==> src/rtl/biphasemark_encode_if.sv <==
// Sample handshake bundle between the audio source and the biphase-mark encoder.
interface biphasemark_encode_if;
  logic [19:0] sample_in;
  logic [3:0]  aux_in;
  logic        invalid_in;
  logic        sample_valid;
  logic        sample_ready;

  modport master (output sample_in, aux_in, invalid_in, sample_valid, input sample_ready);
  modport slave  (input sample_in, aux_in, invalid_in, sample_valid, output sample_ready);
endinterface

==> src/rtl/biphasemark_encode.sv <==
// Biphase-mark subframe encoder: builds 32-slot subframes (preamble, aux, audio,
// V, U, C, P) from a one-entry holding register and serialises them as cells.
//
// state    | meaning
// ---------|-----------------------------------------------------------
// IDLE     | line held at 0, waiting for en
// PREAMBLE | cells 0-7, Z/X/Y pattern; cell 0 unloads the holding register
// PAYLOAD  | cells 8-63, biphase-mark coding of slots 4-31
module biphasemark_encode #(
  parameter int HALF_BIT_CLKS = 4
) (
  input  logic                clk,
  input  logic                rst_n,
  input  logic                en,
  biphasemark_encode_if.slave smp,
  input  logic [191:0]        channel_status,
  output logic                dout,
  output logic                cell_strobe,
  output logic [7:0]          frame_counter,
  output logic                channel,
  output logic                block_start,
  output logic                underrun
);

  localparam int DW = (HALF_BIT_CLKS > 1) ? $clog2(HALF_BIT_CLKS) : 1;
  localparam logic [DW-1:0] DIV_LOAD = DW'(HALF_BIT_CLKS - 1);
  localparam logic [7:0] PRE_Z = 8'hE8;
  localparam logic [7:0] PRE_X = 8'hE2;
  localparam logic [7:0] PRE_Y = 8'hE4;

  typedef enum logic [1:0] {IDLE, PREAMBLE, PAYLOAD} state_t;

  state_t         state_q, state_d;
  logic [5:0]     cell_q, cell_d;
  logic [DW-1:0]  div_q, div_d;
  logic [7:0]     frame_q, frame_d;
  logic           chan_q, chan_d;
  logic           lvl_q, lvl_d;
  logic [7:0]     pre_q, pre_d;          // preamble already adjusted for prior level
  logic [27:0]    word_q, word_d;        // slots 4..31, bit 0 = slot 4
  logic [191:0]   cs_q, cs_d;
  logic           hold_full_q, hold_full_d;
  logic [19:0]    hold_smp_q, hold_smp_d;
  logic [3:0]     hold_aux_q, hold_aux_d;
  logic           hold_inv_q, hold_inv_d;
  logic           dout_q, dout_d;
  logic           strobe_q, strobe_d;
  logic [7:0]     frame_out_q, frame_out_d;
  logic           chan_out_q, chan_out_d;
  logic           bs_q, bs_d;
  logic           ur_q, ur_d;

  logic        first_cyc;
  logic        load;
  logic        cs_bit;
  logic [19:0] tx_smp;
  logic [3:0]  tx_aux;
  logic        tx_inv;
  logic [7:0]  pre_sel;
  logic [4:0]  slot_idx;

  assign first_cyc = (state_q == PREAMBLE) && (cell_q == 6'd0) && (div_q == DIV_LOAD);
  assign smp.sample_ready = !hold_full_q || first_cyc;
  assign load = smp.sample_valid && smp.sample_ready;

  // Holding register and subframe word assembly at the start of each subframe
  always_comb begin
    hold_full_d = hold_full_q;
    hold_smp_d  = hold_smp_q;
    hold_aux_d  = hold_aux_q;
    hold_inv_d  = hold_inv_q;
    word_d      = word_q;
    cs_d        = cs_q;
    cs_bit      = 1'b0;
    tx_smp      = hold_full_q ? hold_smp_q : 20'd0;
    tx_aux      = hold_full_q ? hold_aux_q : 4'd0;
    tx_inv      = hold_full_q ? hold_inv_q : 1'b1;
    if (first_cyc) begin
      hold_full_d = 1'b0;
      // A Z subframe uses the status word arriving this cycle, not the stale copy.
      if (frame_q == 8'd0 && !chan_q) begin
        cs_d   = channel_status;
        cs_bit = channel_status[frame_q];
      end else begin
        cs_bit = cs_q[frame_q];
      end
      word_d = {^{cs_bit, tx_inv, tx_smp, tx_aux}, cs_bit, 1'b0, tx_inv, tx_smp, tx_aux};
    end
    if (load) begin
      hold_full_d = 1'b1;
      hold_smp_d  = smp.sample_in;
      hold_aux_d  = smp.aux_in;
      hold_inv_d  = smp.invalid_in;
    end
  end

  // Cell sequencing, channel/frame bookkeeping and line-level generation
  always_comb begin
    state_d  = state_q;
    cell_d   = cell_q;
    div_d    = div_q;
    frame_d  = frame_q;
    chan_d   = chan_q;
    lvl_d    = lvl_q;
    pre_d    = pre_q;
    pre_sel  = PRE_Z;
    slot_idx = cell_q[5:1] - 5'd4;
    case (state_q)
      IDLE: begin
        lvl_d   = 1'b0;
        frame_d = 8'd0;
        chan_d  = 1'b0;
        if (en) begin
          state_d = PREAMBLE;
          cell_d  = 6'd0;
          div_d   = DIV_LOAD;
          pre_d   = PRE_Z;
          lvl_d   = PRE_Z[7];
        end
      end
      PREAMBLE, PAYLOAD: begin
        if (div_q != '0) begin
          div_d = div_q - 1'b1;
        end else begin
          div_d = DIV_LOAD;
          if (cell_q == 6'd63) begin
            if (chan_q && !en) begin
              state_d = IDLE;
              frame_d = 8'd0;
              chan_d  = 1'b0;
              lvl_d   = 1'b0;
            end else begin
              chan_d  = !chan_q;
              frame_d = chan_q ? ((frame_q == 8'd191) ? 8'd0 : frame_q + 8'd1) : frame_q;
              if (!chan_q)             pre_sel = PRE_Y;
              else if (frame_d == 8'd0) pre_sel = PRE_Z;
              else                     pre_sel = PRE_X;
              pre_d   = pre_sel ^ {8{lvl_q}};
              lvl_d   = pre_d[7];
              cell_d  = 6'd0;
              state_d = PREAMBLE;
            end
          end else begin
            cell_d = cell_q + 6'd1;
            if (cell_q < 6'd7) begin
              lvl_d = pre_q[3'd6 - cell_q[2:0]];
            end else begin
              state_d = PAYLOAD;
              // Even cells open a slot (always toggle); odd cells toggle for a 1.
              if (!cell_d[0]) lvl_d = !lvl_q;
              else            lvl_d = lvl_q ^ word_q[slot_idx];
            end
          end
        end
      end
      default: state_d = IDLE;
    endcase
  end

  // Registered line outputs, one cycle behind the sequencer
  always_comb begin
    dout_d      = (state_q != IDLE) && lvl_q;
    strobe_d    = (state_q != IDLE) && (div_q == DIV_LOAD);
    frame_out_d = frame_q;
    chan_out_d  = chan_q;
    bs_d        = first_cyc && (frame_q == 8'd0) && !chan_q;
    ur_d        = first_cyc && !hold_full_q;
  end

  // State and datapath registers
  always_ff @(posedge clk or negedge rst_n) begin
    if (!rst_n) begin
      state_q     <= IDLE;
      cell_q      <= 6'd0;
      div_q       <= '0;
      frame_q     <= 8'd0;
      chan_q      <= 1'b0;
      lvl_q       <= 1'b0;
      pre_q       <= 8'd0;
      word_q      <= 28'd0;
      cs_q        <= 192'd0;
      hold_full_q <= 1'b0;
      hold_smp_q  <= 20'd0;
      hold_aux_q  <= 4'd0;
      hold_inv_q  <= 1'b0;
      dout_q      <= 1'b0;
      strobe_q    <= 1'b0;
      frame_out_q <= 8'd0;
      chan_out_q  <= 1'b0;
      bs_q        <= 1'b0;
      ur_q        <= 1'b0;
    end else begin
      state_q     <= state_d;
      cell_q      <= cell_d;
      div_q       <= div_d;
      frame_q     <= frame_d;
      chan_q      <= chan_d;
      lvl_q       <= lvl_d;
      pre_q       <= pre_d;
      word_q      <= word_d;
      cs_q        <= cs_d;
      hold_full_q <= hold_full_d;
      hold_smp_q  <= hold_smp_d;
      hold_aux_q  <= hold_aux_d;
      hold_inv_q  <= hold_inv_d;
      dout_q      <= dout_d;
      strobe_q    <= strobe_d;
      frame_out_q <= frame_out_d;
      chan_out_q  <= chan_out_d;
      bs_q        <= bs_d;
      ur_q        <= ur_d;
    end
  end

  assign dout          = dout_q;
  assign cell_strobe   = strobe_q;
  assign frame_counter = frame_out_q;
  assign channel       = chan_out_q;
  assign block_start   = bs_q;
  assign underrun      = ur_q;

endmodule

==> src/flat_wrapper.sv <==
// flat-port wrapper written by rule: the top's interface ports become plain ports
module biphasemark_encode_flat 
#(
  parameter int HALF_BIT_CLKS = 4
)
  (clk, rst_n, en, channel_status, dout, cell_strobe, frame_counter, channel, block_start, underrun, smp_sample_in, smp_aux_in, smp_invalid_in, smp_sample_valid, smp_sample_ready);
  biphasemark_encode_if smp_i ();
  input  logic clk;
  input  logic rst_n;
  input  logic en;
  input  logic [191:0] channel_status;
  output logic dout;
  output logic cell_strobe;
  output logic [7:0] frame_counter;
  output logic channel;
  output logic block_start;
  output logic underrun;
  input wire logic [$bits(smp_i.sample_in)-1:0] smp_sample_in;
  input wire logic [$bits(smp_i.aux_in)-1:0] smp_aux_in;
  input wire logic [$bits(smp_i.invalid_in)-1:0] smp_invalid_in;
  input wire logic [$bits(smp_i.sample_valid)-1:0] smp_sample_valid;
  output wire logic [$bits(smp_i.sample_ready)-1:0] smp_sample_ready;
  assign smp_i.sample_in = smp_sample_in;
  assign smp_i.aux_in = smp_aux_in;
  assign smp_i.invalid_in = smp_invalid_in;
  assign smp_i.sample_valid = smp_sample_valid;
  assign smp_sample_ready = smp_i.sample_ready;
  biphasemark_encode #(.HALF_BIT_CLKS(HALF_BIT_CLKS)) u_core (.clk(clk), .rst_n(rst_n), .en(en), .smp(smp_i), .channel_status(channel_status), .dout(dout), .cell_strobe(cell_strobe), .frame_counter(frame_counter), .channel(channel), .block_start(block_start), .underrun(underrun));
endmodule
==> config.mk <==
export PLATFORM = sky130hd
export DESIGN_NAME = biphasemark_encode_flat
export DESIGN_NICKNAME = d
export VERILOG_FILES = /design/src/rtl/biphasemark_encode_if.sv /design/src/rtl/biphasemark_encode.sv /design/src/flat_wrapper.sv
export SDC_FILE = /design/constraint.sdc
export NUM_CORES = 1
export LEC_CHECK = 0
export BUFFER_PORTS_ARGS = -buffer_cell sky130_fd_sc_hd__buf_4
export CAP_MARGIN = 40
export CORE_MARGIN = 3
export CORE_UTILIZATION = 61
export CTS_CLUSTER_DIAMETER = 120
export CTS_CLUSTER_SIZE = 8
export DETAILED_ROUTE_END_ITERATION = 12
export PLACE_DENSITY = 0.82
export SKIP_CTS_REPAIR_TIMING = 1
export SYNTH_ARGS = -nofsm -noshare
export SYNTH_HDL_FRONTEND = slang
export SYNTH_SLANG_ARGS = --single-unit
==> constraint.sdc <==
create_clock -name clk -period 4.55 [get_ports clk]
set_input_delay 0 -clock clk [delete_from_list [all_inputs] [get_ports clk]]
set_output_delay 0 -clock clk [all_outputs]
set_load 0.01 [all_outputs]
==> results.txt <==
The proportion of synthesized flip-flops having asynchronous set or reset is 100.0%. The sum of buffers and inverters on the critical path came out at 3. Counting flops and latches in the post-synthesis netlist gives 283.

The HPWL reported at the end of detailed placement is 21960 um. The maximum buffer depth of the clock tree came out at 3. The count of nets left with antenna violations once routing finished came out at 0. For this design the total switching power over the nets is 4312 uW. The routed wirelength normalized by instance count came out at 25.33 um. The number of vias after detailed routing is 10470. The min-delay analysis places its worst path in the category input pin to asynchronous set/reset pin. The worst setup path is captured at a register. The number of antenna violations at the first check in global routing is 5. In this run the static leakage power is 0.008076 uW. The proportion of synthesized chip area in sequential cells came out at 53.61%. The maximum number of pins on one net before global-route repair came out at 152. The initial core utilization is 62.45%. In the synthesized netlist, the cells that appear most often are dfrtp_1 (283), mux2_1 (199), nand2_1 (76). The area share of the leading cell type in the synthesized netlist came out at 53.61%. The weighted congestion reported at the end of routability-driven placement is 0.8556. The total overflow left after global routing is 0. CTS saw 283 sinks. The post-CTS clock slew at the launch and capture registers of the worst setup and hold paths came out at 0.06 ns. TritonCTS created 41 clock buffers.

The clock network fraction of design power is 21.9%. The share of post-route cells with drive strength above 1 came out at 27.01%. In the routed design, unresolved DRC markers number 0. The final count of pins violating max slew came to 0. The number of max-capacitance violations reported came out at 0. The number of global-route vias before repair is 9514. The combined global-route utilization of all metal layers is 27.14%.

The height of the die came out at 153.2 um. The combinational power share came out at 39.4%. The first-pass detailed-route iteration total came out at 5.

The number of ports placed on the die boundary is 235. The highest cell delay on the worst timing path is 0.60 ns. Synthesis produced a netlist with a net count of 1186.

TritonCTS built the clock tree. The power density over the cells came out at 661.3 nW/um2. The storage element area is 7087 um2. The highest achievable clock rate came out at 304.8 MHz.

In this run the tightest slew margin relative to its limit is 27.73%. The most critical setup path has its startpoint at u_core.frame_out_d[0]. The insertion delay of the later-clocked pin in the worst-skew pair came out at 0.52 ns.

The critical path goes through buf_16, inv_2, ha_1, nor4b_1, nand3_1, nor2_4, buf_12, mux2_1. Synthesis produced 954 cells. The number of filler cells placed in the layout came out at 860. The number of hold violations in the final report is 0.

The sequential share of power came out at 38.7%. The setup skew after layout came out at 0.01736 ns. The final critical path time including I/O delays and setup came out at 3.281 ns.

The die is 153.2 um wide. The count of unique library cells instantiated by Yosys is 58. The summed negative setup slack over all endpoints is 0 ns. The kind of critical path is register to register. Ranked by total cell area, the synthesized netlist is headed by dfrtp_1 (54%), mux2_1 (17%), mux4_2 (10%). The area of the placeable core came out at 21150 um2. Along the worst path, the maximum fanout reaches 151. The mapped netlist covers 13210 um2.

For the pin with the worst max-slew slack, the measured transition is 1.084 ns. The run finished with clean final reports. The yosys synthesis warning count is 0.

The destination of the worst register-to-register timing path is u_core.cs_q[33]. The capturing element of the worst setup path is u_core.cs_q[33]. The kind of cell adding the most delay to the critical path is buffers and inverters. The number of DRC markers in iteration 0 came out at 1039.

In this run switching power makes up 35.35% of total power. Among all cell types in the netlist, the one instantiated most often is dfrtp_1. dfrtp_1 takes more of the synthesized area than any other cell. The post-route fraction of the period consumed by the critical path came out at 72.12%. The number of port buffers is 234.

The worst register-to-register path has a depth of 8. The number of gates on the worst path with buffers counted is 8. The required time of the critical path came out at 4.92 ns.

Setup repair after global routing left no endpoint under its margin. The total wire length after detailed routing came out at 42740 um. The H-tree was split into 2 levels. The post-synthesis average cell area is 13.85 um2. The floorplan has 53 rows. The global-route wire length before repair is 50610 um. The synthesized design contains 0 enable-type register cells. The type of origin of the critical path is a register. The slowest stage of the critical path is the dfrtp_4 cell.

The detailed-route vias per instance is 6.205. The commonest register cell after synthesis is dfrtp_1. The area enclosed by the die boundary came out at 23460 um2. Relative to the synthesized area, the layout overhead comes to 39.63%. The net count reported at finish came out at 1636. The worst hold slack came out at 0.1264 ns.

The internal power component is 7887 uW. The reg-to-reg critical path startpoint is u_core.frame_out_d[0]. Setup violations remaining at the end of the flow were counted as 0. The setup check on the worst reg-to-reg path leaves a slack of 1.27 ns. The multi-input combinational cell area is 5754 um2.

In this run the clock root is driven by a clkbuf_16. IR analysis of the VDD net gives a maximum drop of 0.5439 mV. The worst path arrival time came out at 3.65 ns.
==> sequential cells by signal, indices dropped and copies added (netlist names), 2 cells and up <==
name / flops
u_core.cell_q: 6
u_core.hold_aux_q: 4
u_core.hold_smp_q: 20
u_core.div_q: 2
u_core.pre_q: 5
u_core.state_q: 2
u_core.word_q: 27
u_core.frame_counter: 8
u_core.frame_out_d: 8
u_core.cs_q: 192
==> cell usage in the layout, fill, tap and decap left out, types with 14 or more instances in the layout <==
cell	synthesis	routed
mux4_2	59	59
xnor2_1	23	23
nand2_1	76	76
dlygate4sd3_1	0	220
mux2_2	21	21
o21ai_0	40	40
nor2_1	25	24
mux2_1	199	199
dfrtp_1	283	281
clkbuf_16	0	41
buf_4	4	243
inv_1	14	14
a21oi_1	20	20
==> power groups by stage <==
stage,combinational [uW],sequential [uW],clock [uW]
after floorplan,3510,4140,0
after global placement,4030,4570,0
after detailed placement,4310,4540,0
after CTS,4370,4520,2640
after global routing,5120,4800,2780
final,4800,4720,2680
==> layout make-up <==
class	count	area share [%]
timing repair buffer	469	22.39
inverter	16	0.3256
clock inverter	3	0.1357
multi-input combinational	593	31.20
antenna	5	0.06783
clock buffer	43	5.603
tap	275	1.865
sequential	283	38.42
==> worst min-delay path by stage <==
| stage | startpoint | to | slack [ns] |
|---|---|---|---|
| final | rst_n | u_core.cs_q[173] | 0.13 |
| after global routing | rst_n | u_core.cs_q[166] | 0.23 |
| after CTS | rst_n | u_core.cs_q[173] | -0.41 |
| after detailed placement | rst_n | u_core.cs_q[174] | 0.13 |
| after global placement | rst_n | u_core.cs_q[172] | 0.12 |
| after floorplan | rst_n | u_core.block_start | -0.30 |
==> layer usage <==
| metal | global-route usage (%) | vias up | wire, um |
|---|---|---|---|
| met5 | 0 | - | 0 |
| met4 | 9.546 | 0 | 2426 |
| met3 | 5.917 | 168 | 3085 |
| met2 | 44.54 | 674 | 22210 |
| met1 | 36.33 | 5242 | 15020 |
| li1 | - | 4384 | - |
==> kinds of logic (layout without fill, tap and decap cells) <==
family | after synthesis | after routing | synth area share (%)
adder cells (fa/ha/maj) | 11 | 11 | 1.042
flip-flops | 283 | 283 | 53.61
AO/OA/AOI/OAI | 121 | 121 | 5.853
other | 0 | 5 | 0
AND/OR/NAND/NOR | 149 | 149 | 5.257
XOR/XNOR | 31 | 31 | 2.264
multiplexers | 281 | 281 | 29.09
buffers and inverters | 78 | 531 | 2.889
==> through the flow <==
| step | area, um2 | cells | setup WS (ns) | power (uW) | util [%] |
|---|---|---|---|---|---|
| finish | 18450 | 1687 | 1.269 | 12200 | 87.19 |
| CTS | 16230 | 1462 | 1.506 | 11530 | 76.73 |
| detailed placement | 15170 | 1416 | 1.539 | 8845 | 71.72 |
| global placement | 15100 | 1412 | 1.362 | 8608 | 71.40 |
| floorplan | 13210 | 954 | 1.660 | 7644 | - |
| global route | 18450 | 1687 | 1.173 | 12700 | 87.19 |
No activity file was read; power rests on OpenSTA's default activity.
